`config.mk`:
```
export PLATFORM = sky130hd
export DESIGN_NAME = mem_arbiter
export DESIGN_NICKNAME = d
export VERILOG_FILES = /design/src/rtl/mem_arbiter.sv
export SDC_FILE = /design/constraint.sdc
export NUM_CORES = 1
export LEC_CHECK = 0
export BUFFER_PORTS_ARGS = -buffer_cell sky130_fd_sc_hd__buf_2
export CORE_ASPECT_RATIO = 0.8
export CORE_MARGIN = 8
export CORE_UTILIZATION = 51
export CTS_CLUSTER_DIAMETER = 200
export DETAILED_ROUTE_END_ITERATION = 7
export PLACE_DENSITY = 0.85
export SLEW_MARGIN = 30
export SYNTH_ARGS = -nofsm -noshare
export SYNTH_HDL_FRONTEND = slang
export SYNTH_SLANG_ARGS = --single-unit
```
`constraint.sdc`:
```
create_clock -name clk -period 4 [get_ports clk]
set_input_delay 0 -clock clk [delete_from_list [all_inputs] [get_ports clk]]
set_output_delay 0 -clock clk [all_outputs]
set_load 0.1 [all_outputs]
```
`src/rtl/mem_arbiter.sv`:
```
// Two-port arbiter sharing one single-ported memory between instruction fetch and data access.
// Define MEM_ARB_RR_EN for round-robin tie-break; otherwise the data port wins ties.
module mem_arbiter #(
   parameter int ADDR_W  = 16,
   parameter int DATA_W  = 16,
   parameter int MEM_LAT = 4
) (
   input  logic              clk,
   input  logic              rst_n,
   input  logic              if_req,
   input  logic [ADDR_W-1:0] if_addr,
   output logic [DATA_W-1:0] if_rdata,
   output logic              if_done,
   input  logic              d_req,
   input  logic              d_wr,
   input  logic [ADDR_W-1:0] d_addr,
   input  logic [DATA_W-1:0] d_wdata,
   output logic [DATA_W-1:0] d_rdata,
   output logic              d_done,
   output logic              mem_en,
   output logic              mem_wr,
   output logic [ADDR_W-1:0] mem_addr,
   output logic [DATA_W-1:0] mem_wdata,
   input  logic [DATA_W-1:0] mem_rdata,
   output logic              busy
);

   localparam int   CNT_W  = $clog2(MEM_LAT + 1);
   localparam logic OWN_IF = 1'b0;
   localparam logic OWN_D  = 1'b1;

   typedef enum logic {IDLE, BUSY} state_t;

   state_t            state, state_nxt;
   logic              owner;
   logic              wr_q;
   logic [ADDR_W-1:0] addr_q;
   logic [DATA_W-1:0] wdata_q;
   logic [CNT_W-1:0]  cnt;
   logic              if_elig, d_elig;
   logic              grant_if, grant_d;
   logic              last_cycle;

   // A port whose done is pulsing is masked so its still-held req is not re-granted.
   assign if_elig    = (state == IDLE) && if_req && !if_done;
   assign d_elig     = (state == IDLE) && d_req  && !d_done;
   assign last_cycle = (state == BUSY) && (cnt == CNT_W'(MEM_LAT - 1));

`ifdef MEM_ARB_RR_EN
   logic last_grant;

   assign grant_d  = d_elig && (!if_elig || (last_grant == OWN_IF));
   assign grant_if = if_elig && !grant_d;

   always_ff @(posedge clk or negedge rst_n) begin
      if (!rst_n)
         last_grant <= OWN_D;
      else if (grant_d || grant_if)
         last_grant <= grant_d ? OWN_D : OWN_IF;
   end
`else
   assign grant_d  = d_elig;
   assign grant_if = if_elig && !d_elig;
`endif

   always_ff @(posedge clk or negedge rst_n) begin
      if (!rst_n)
         state <= IDLE;
      else
         state <= state_nxt;
   end

   always_comb begin
      state_nxt = state;
      case (state)
         IDLE:    if (grant_d || grant_if) state_nxt = BUSY;
         BUSY:    if (last_cycle)          state_nxt = IDLE;
         default: state_nxt = IDLE;
      endcase
   end

   always_comb begin
      busy      = (state == BUSY);
      mem_en    = 1'b0;
      mem_wr    = 1'b0;
      mem_addr  = '0;
      mem_wdata = '0;
      if (state == BUSY) begin
         mem_en    = 1'b1;
         mem_wr    = wr_q;
         mem_addr  = addr_q;
         mem_wdata = wdata_q;
      end
   end

   // Request latch: requester inputs only matter in the grant cycle.
   always_ff @(posedge clk or negedge rst_n) begin
      if (!rst_n) begin
         owner   <= OWN_IF;
         wr_q    <= 1'b0;
         addr_q  <= '0;
         wdata_q <= '0;
         cnt     <= '0;
      end else if (grant_d || grant_if) begin
         owner   <= grant_d ? OWN_D : OWN_IF;
         wr_q    <= grant_d && d_wr;
         addr_q  <= grant_d ? d_addr : if_addr;
         wdata_q <= grant_d ? d_wdata : '0;
         cnt     <= '0;
      end else if (state == BUSY) begin
         cnt     <= cnt + 1'b1;
      end
   end

   always_ff @(posedge clk or negedge rst_n) begin
      if (!rst_n) begin
         if_done  <= 1'b0;
         d_done   <= 1'b0;
         if_rdata <= '0;
         d_rdata  <= '0;
      end else begin
         if_done <= last_cycle && (owner == OWN_IF);
         d_done  <= last_cycle && (owner == OWN_D);
         if (last_cycle && !wr_q) begin
            if (owner == OWN_D)
               d_rdata  <= mem_rdata;
            else
               if_rdata <= mem_rdata;
         end
      end
   end

endmodule

```
# Word level (Yosys, flattened, before mapping)
# Cells that the tools add are included.
[word_totals]
ff_bits = 72
[classes]
n_addsub = 1
n_eq_ne = 1
muxes = 12
n_bitwise = 2
n_reduce_logical = 18
[ops]
columns = ["cell", "count"]
rows = [
  ["16-bit two-way mux", 4],
  ["1-bit logical AND", 10],
  ["3-bit two-way mux", 2],
  ["1-bit two-way mux", 5],
  ["1-bit logical NOT", 4],
  ["2-bit AND reduction", 2],
  ["3-bit by 1-bit adder with 3-bit output (second input constant)", 1],
  ["3-bit by 2-bit equality test with 1-bit output (second input constant)", 1],
  ["1-bit inverter", 2],
  ["1-bit one-hot mux with 2 select lines", 1],
  ["2-bit nonzero test", 1],
  ["1-bit logical OR", 1],
]

# Depth between registers and ports, before layout
# Gate-level depths: netlist of the first run.
[depth]
ltp_word = 8
depth_mapped = 7

# Least setup slack after synthesis of the first run
# OpenSTA, ideal clock, no wires.
[synth_timing]
path_type = "register to output"
startpoint = "reg state, in the netlist busy"
endpoint = "out mem_addr[0]"
arrival_ns = 2.308
setup_slack_ns = 1.692
stages_incl_launch_ff = 4
cell_sequence = "dfrtp_1 -> clkbuf_1 -> clkbuf_1 -> and2_1"
[synth_between]
elab_chain_len = 1
[synth_rtl]
columns = ["item", "line", "text"]
rows = [
  ["start: declaration", "34", "state_t state, state_nxt;"],
  ["start signal: assignment", "70", "state <= state_nxt;"],
  ["16-bit two-way mux", "88", "if (state == BUSY) begin"],
  ["end: declaration", "22", "output logic [ADDR_W-1:0] mem_addr,"],
]
# No other way between the ends.

# Worst setup path in the final report of the first run
[layout_timing]
startpoint = "reg state, in the netlist busy"
endpoint = "reg if_rdata[4]"
[layout_between]
elab_chain_len = 3
[layout_rtl]
columns = ["item", "line", "text"]
rows = [
  ["1-bit logical AND", "47", "assign last_cycle = (state == BUSY) && (cnt == CNT_W'(MEM_LAT - 1));"],
  ["1-bit logical AND", "124", "if (last_cycle && !wr_q) begin"],
  ["2-bit AND reduction (no source line)", "--", ""],
  ["end signal: assignment", "128", "if_rdata <= mem_rdata;"],
  ["end: declaration", "12", "output logic [DATA_W-1:0] if_rdata,"],
]
# No other way between the ends.
# A chain may end at the register's enable or synchronous reset.

==> results of run 1 <==
==> area by class of cell <==
type / count / area [µm²]
clock buffers: 10 / 128
clock inverters: 6 / 68.8
fillers: 387 / 1480
inverters: 2 / 7.51
multi-input cells: 136 / 1270
flip-flops and latches: 72 / 1800
well taps: 81 / 101
repair buffers: 180 / 1120
==> cell usage in the layout (no fill, tap or decap), types with 2 or more instances in the layout <==
master	netlist	layout
inv_1	2	2
nand2b_1	3	2
a21o_1	2	2
mux2_2	54	54
a22o_1	17	17
mux2_4	10	10
clkinv_4	0	2
dfrtp_1	72	71
and2_1	33	33
nand3_1	2	2
clkbuf_8	0	9
ha_1	2	2
dlygate4sd3_1	0	42
nand2_1	4	4
buf_2	4	136
==> worst max-delay path by stage <==
stage | start | endpoint | slack (ps) | cells past startpoint
final | busy | if_rdata[4] | 1780 | 3
after global routing | busy | if_rdata[4] | 1570 | 3
after CTS | busy | if_rdata[13] | 1770 | 3
after detailed placement | busy | if_rdata[3] | 1770 | 3
after global placement | busy | if_rdata[2] | 1500 | 3
after floorplan | busy | mem_addr[0] | 1690 | 3
==> flip-flops by register name (all words and copies together), names as in the netlist <==
signal and cells:
busy 1, wdata_q 16, d_done 1, owner 1
cnt 3, if_done 1, addr_q 16, wr_q 1
d_rdata 16, if_rdata 16
==> logic make-up after synthesis <==
group           after synthesis
compound gates               23
mux                          65
buf+inv                      16
fa+ha+maj                     2
flops                        72
simple gates                 46
==> Yosys cell counts (all sizes together), types with 2 or more instances <==
cell type / n / area [µm²]
dfrtp: 72 / 1800
mux2: 64 / 758
and2: 33 / 206
a22o: 17 / 149
buf: 10 / 88.8
clkbuf: 4 / 15.0
nand2: 4 / 15.0
nand2b: 3 / 18.8
a21o: 2 / 15.0
ha: 2 / 25.0
inv: 2 / 7.51
nand3: 2 / 10.0
nor2: 2 / 10.0
==> layer usage <==
metal	vias up	GRT usage [%]	routed length [µm]	share of wire, %
met3	17	6.52	521	6.2
met5	-	0	0	0
met2	104	31.4	4170	50
li1	1134	-	-	-
met4	0	7.99	188	2.2
met1	1161	21.8	3490	42
==> worst register-to-register path, cell delays in order (launching register included) <==
cell and delay (ps):
dfrtp_2 780, nand2_1 260, nor3_4 640, mux2_2 430
==> per-stage QoR <==
| stage | setup slack, ps | hold WS (ps) |
|---|---|---|
| finish | 1780 | 16.9 |
| global placement | 1500 | 165 |
| CTS | 1770 | 0.272 |
| detailed placement | 1770 | 177 |
| global route | 1570 | 6.07 |
| floorplan | 1690 | -296 |
==> results.md, run 1 <==
- Status: finished clean
- Fraction of the mapped netlist area in adder cells: 0.787%
- Area of the mapped netlist: 3180 µm²
- Top Ports: 138
- Data arrival at the endpoint of the critical path: 2450 ps
- Setup Crit Path Kind: reg2reg
- Maximum buffer depth of the clock tree: 2
- Flops & latches, synth: 72
- Worst flop-to-flop path startpoint: busy
- Final design utilization: 75.3%
- Cell variety after synth: 25
- CTS tree: yes
- Gpl congestion: 0.721
- TritonCTS buffer count: 9
- Max Clk Rate: 450 MHz
- # Post-CTS Setup Buffers: 0
- Proportion of synthesized flip-flops having asynchronous set or reset: 100%
- Critical path capture point type: flop
- Clock tree root driver cell: clkbuf_8
- Insertion delay of the later-clocked pin in the worst-skew pair: 340 ps
- Final Instance Count excl. Fillers: 487
- IO buf count: 137
- Endpoint of the worst hold path: addr_q[10]
- Total instance count after detailed placement: 429
- Period Utilization, post-route: 55.6%
- Number of diodes: 0
- Combinational family with the most area after synthesis: multiplexers
- Ys Warns: 0
- Kind of path behind the tightest hold check: in2reg
- Height of the die: 86.6 µm
- Fraction of layout cells with a size suffix above 1: 54.7%
- Floorplan row count: 25
- Minimum clock period: 2220 ps
- Worst slew pin tran: 929 ps
- First-pass iteration count of the detailed router: 4
- Setup-violating endpoint count in the final report: 0
- Slowest stage delay, CP: 780 ps
- Wire length reported by the detailed router: 8360 µm
- Synth Area in XOR/XNOR: 0%
- Iteration-0 DRC count of the detailed router: 71
- Number of hold-repair buffers added at the cts stage: 42
- Wire length of the first global-routing pass: 13600 µm
- Area added between synthesis and finish: 41.4%
- Synthesized netlist net count: 295
- Die extent in x: 104 µm
- Remaining max-slew budget at the tightest pin: 38.1%
- Dpl cell area: 3870 µm²
- Wire per inst: 17.2 µm
- Worst path required time: 4230 ps
- Number of global-route vias before repair: 2640
- Placed wire-length estimate after detailed placement: 5530 µm
- Multiplexer area fraction after synthesis: 24.2%
- Number of flops mapped to enable cells by yosys: 0
- R2r setup slk: 1780 ps
- Global-route congestion overflow total: 0
- Area share of and/or/nand/nor cells after synthesis: 8.89%
- Number of cells on the worst hold path: 3
- Resized Gates After CTS: 0
- Synthesized instance count: 224
- Cells along the critical path: nand2_1 -> nor3_4 -> mux2_2
- Max_cap viols: 0
- Reg-to-reg endpoint: if_rdata[4]
- Remaining routing DRC violations: 0
- Number of buffer and inverter stages on the critical path: 0
- Critical path launch point type: flop
- Effective utilization at floorplan: 53.2%
- Total vias in the final route: 2416
- CTS HTree Levels: 3
- Count of pins over their slew limit: 0
- Detail-routed via count per cell: 4.96
- Worst clock skew on the final layout: 7.53 ps
- Total negative slack for setup checks: 0 ps
- Top FF cell, synth: dfrtp_1
- Cell with the biggest individual delay on the critical path: dfrtp_2
- Number of nets at the end of the flow: 472
- Remaining antenna violation count after routing: 0
- Core box area: 5970 µm²
- Share of the synthesized area in compound gates (AO/OA/AOI/OAI): 6.02%
- Sequential cell area fraction in the yosys report: 56.6%
- Critical path's top delay family: simple AND/OR/NAND/NOR gates
- Antenna violations before repair: 0
- Largest fanout on the critical path: 44
- Area of the die: 9040 µm²
- Post-synthesis area per instance: 14.2 µm²
- RSZ-0062 raised after global routing: false
- Hold wc startpoint: d_addr[10]
- Clock slew at reported path FFs: 80 ps
- Final non-filler cell area: 4500 µm²
- Maximum number of pins on one net before global-route repair: 73
- Final Hold Vio Count: 0
- CTS Sinks: 72
- Depth of the worst register-to-register path: 3
- Total Routing Usage GR: 18.8%
Power of run 1 is left out: the tool's default activity adds up to more than one toggle a clock period on the data nets, which glitch-free logic cannot reach.
==> run 2: changes to the inputs <==
- CORE_UTILIZATION: 51 -> 43
- PLACE_DENSITY: 0.85 -> 0.76
- clock period: 4 -> 1.9 ns (I/O delays scaled with it)
==> results.md, run 2 (synthesis gave the netlist of run 1 again) <==
- Worst slew pin tran: 790 ps (-139 ps)
- Antenna violations before repair: 0 (unchanged)
- Minimum clock period: 1790 ps
- Maximum buffer depth of the clock tree: 2 (unchanged)
- Area of the multi-input gates: 1300 µm² (+2.6%)
- Slowest stage delay, CP: 570 ps (-210 ps)
- Die extent in x: 112 µm (+7.5%)
- Clock tree root driver cell: clkbuf_8
- Worst path required time: 1900 ps (-2330 ps)
- Fraction of layout cells with a size suffix above 1: 63.5% (+8.9 points)
- Total vias in the final route: 2397 (-0.79%)
- Status: finished clean
- Final design utilization: 62.9% (-12 points)
- Data arrival at the endpoint of the critical path: 1790 ps (-660 ps)
- Total Routing Usage GR: 16.6% (-2.3 points)
- Setup Crit Path Kind: reg2out
- Number of global-route vias before repair: 2654 (+0.53%)
- Layer with the highest usage after global routing: met2
- Critical path capture point type: output pin
- Sequential cell area: 1810 µm² (+0.14%)
- RSZ-0062 raised after global routing: false
- Global-route congestion overflow total: 0 (unchanged)
- Maximum number of pins on one net before global-route repair: 29 (-60%)
- Final non-filler cell area: 4590 µm² (+1.9%)
- Wire length of the first global-routing pass: 13800 µm (+1.2%)
- Gpl congestion: 0.718 (-0.49%)
- Cells along the critical path: buf_4 -> and2_2 -> buf_2
- Period Utilization, post-route: 94.0%
- Fraction of met1 tracks used by global routing: 17.6% (-4.2 points)
- Top Ports: 138 (unchanged)
- Effective utilization at floorplan: 43.6% (-9.6 points)
- Number of nets at the end of the flow: 472 (unchanged)
- Most frequent cells in the layout: buf_2, dfrtp_1, mux2_2, dlygate4sd3_1, and2_2
- Met2 track demand over resource in global routing: 30.3% (-1.1 points)
- Wire length reported by the detailed router: 8470 µm (+1.3%)
- First-pass iteration count of the detailed router: 4 (unchanged)
- CTS HTree Levels: 3 (unchanged)
- Number of buffer and inverter stages on the critical path: 2 (+2)
- Count of pins over their slew limit: 0 (unchanged)
- Final Hold Vio Count: 0 (unchanged)
- Leading cell type in the layout, fill and taps excluded: buf_2
- Height of the die: 92.9 µm (+7.3%)
- Worst flop-to-flop path startpoint: cnt[0]
- Kind of path behind the tightest hold check: in2reg
- Iteration-0 DRC count of the detailed router: 77 (+8.5%)
- Detail-routed via count per cell: 4.82 (-2.8%)
- Hold wc startpoint: d_addr[12]
- Area of the die: 10400 µm² (+15%)
- Remaining antenna violation count after routing: 0 (unchanged)
- CTS Sinks: 72 (unchanged)
- Critical path launch point type: flop
- Critical path's top delay family: buffers and inverters
- Met3 track utilization from global routing: 5.01% (-1.5 points)
- Cell with the biggest individual delay on the critical path: dfrtp_2
- Setup-violating endpoint count in the final report: 0 (unchanged)
- Clock slew at reported path FFs: 80 ps (about the same)
- Area added between synthesis and finish: 44.2%
- Wire per inst: 17.0 µm (-0.75%)
- Dpl cell area: 4020 µm² (+3.8%)
- Core box area: 7290 µm² (+22%)
- CTS tree: yes
- Max_cap viols: 0 (unchanged)
- Insertion delay of the later-clocked pin in the worst-skew pair: 340 ps (about the same)
- Number of cells on the worst hold path: 3 (unchanged)
- R2r setup slk: 170 ps (-1610 ps)
- Filler instances: 583 (+51%)
- Endpoint of the worst hold path: addr_q[12]
- Worst clock skew on the final layout: 9.12 ps (+1.60 ps)
- Placed wire-length estimate after detailed placement: 5990 µm (+8.3%)
- IO buf count: 137 (unchanged)
- Max Clk Rate: 560 MHz
- Remaining routing DRC violations: 0 (unchanged)
- Floorplan row count: 28 (+12%)
- Reg-to-reg endpoint: d_rdata[2]
- Remaining max-slew budget at the tightest pin: 47.3% (+9.2 points)
- TritonCTS buffer count: 9 (unchanged)
- Largest fanout on the critical path: 24 (-45%)
- Depth of the worst register-to-register path: 6 (+3)
- # Post-CTS Setup Buffers: 0 (unchanged)
run 2: cell count changes in the layout (fill, tap and decap cells not counted), sizes merged:
cell / delta
buf: -11
inv: -1
diode: +1
clkbuf: +18
bufinv: -1
dlygate4sd3: -7
clkinv: +2
run 2: layout make-up:
type,count,area share [%]
clock buffers,10,2.78
well taps,90,2.46
flip-flops and latches,72,39.4
inverters,2,0.164
repair buffers,180,26.0
multi-input cells,136,28.4
clock inverters,6,0.791
diodes,1,0.0546
run 2: how the worst max path moves through the flow:
stage / startpoint / endpoint / slack (ps) / cells after the start
2_1_floorplan: busy / mem_addr[0] / -100 / 3
3_5_place_dp: cnt[0] / d_rdata[2] / 170 / 6
3_3_place_gp: cnt[0] / d_rdata[3] / 210 / 6
6_report: busy / mem_addr[4] / 110 / 3
4_1_cts: busy / mem_addr[7] / 60 / 3
5_1_grt: busy / mem_addr[4] / 1 / 3
run 2: per-stage QoR:
stage               worst slack (ps)  hold slack (ps)  setup TNS [ps]  std cells
floorplan                       -102             -296            -102        224
detailed placement               169             42.3               0        445
finish                           115             20.0               0        497
global route                    1.15             1.99               0        496
CTS                             59.9            0.578               0        496
global placement                 205             28.0               0        445
run 2: layer usage:
metal | wire [µm] | up-vias
met5 | 0 | -
met4 | 173 | 0
met3 | 399 | 14
met2 | 4620 | 63
met1 | 3280 | 1182
li1 | - | 1138
run 2: timing repair:
action	4_1_cts	5_1_grt
hold buffers	35	0
hold endpoints to repair	75	0
resized for setup	0	18
setup endpoints to repair	0	18
run 2: worst register-to-register path: stages, from the launching register on:
cell	delay, ps
dfrtp_1	390
ha_1	210
ha_1	180
and3_1	190
nand2b_1	120
buf_12	180
mux2_2	350
Power of run 2 is left out for the same reason.
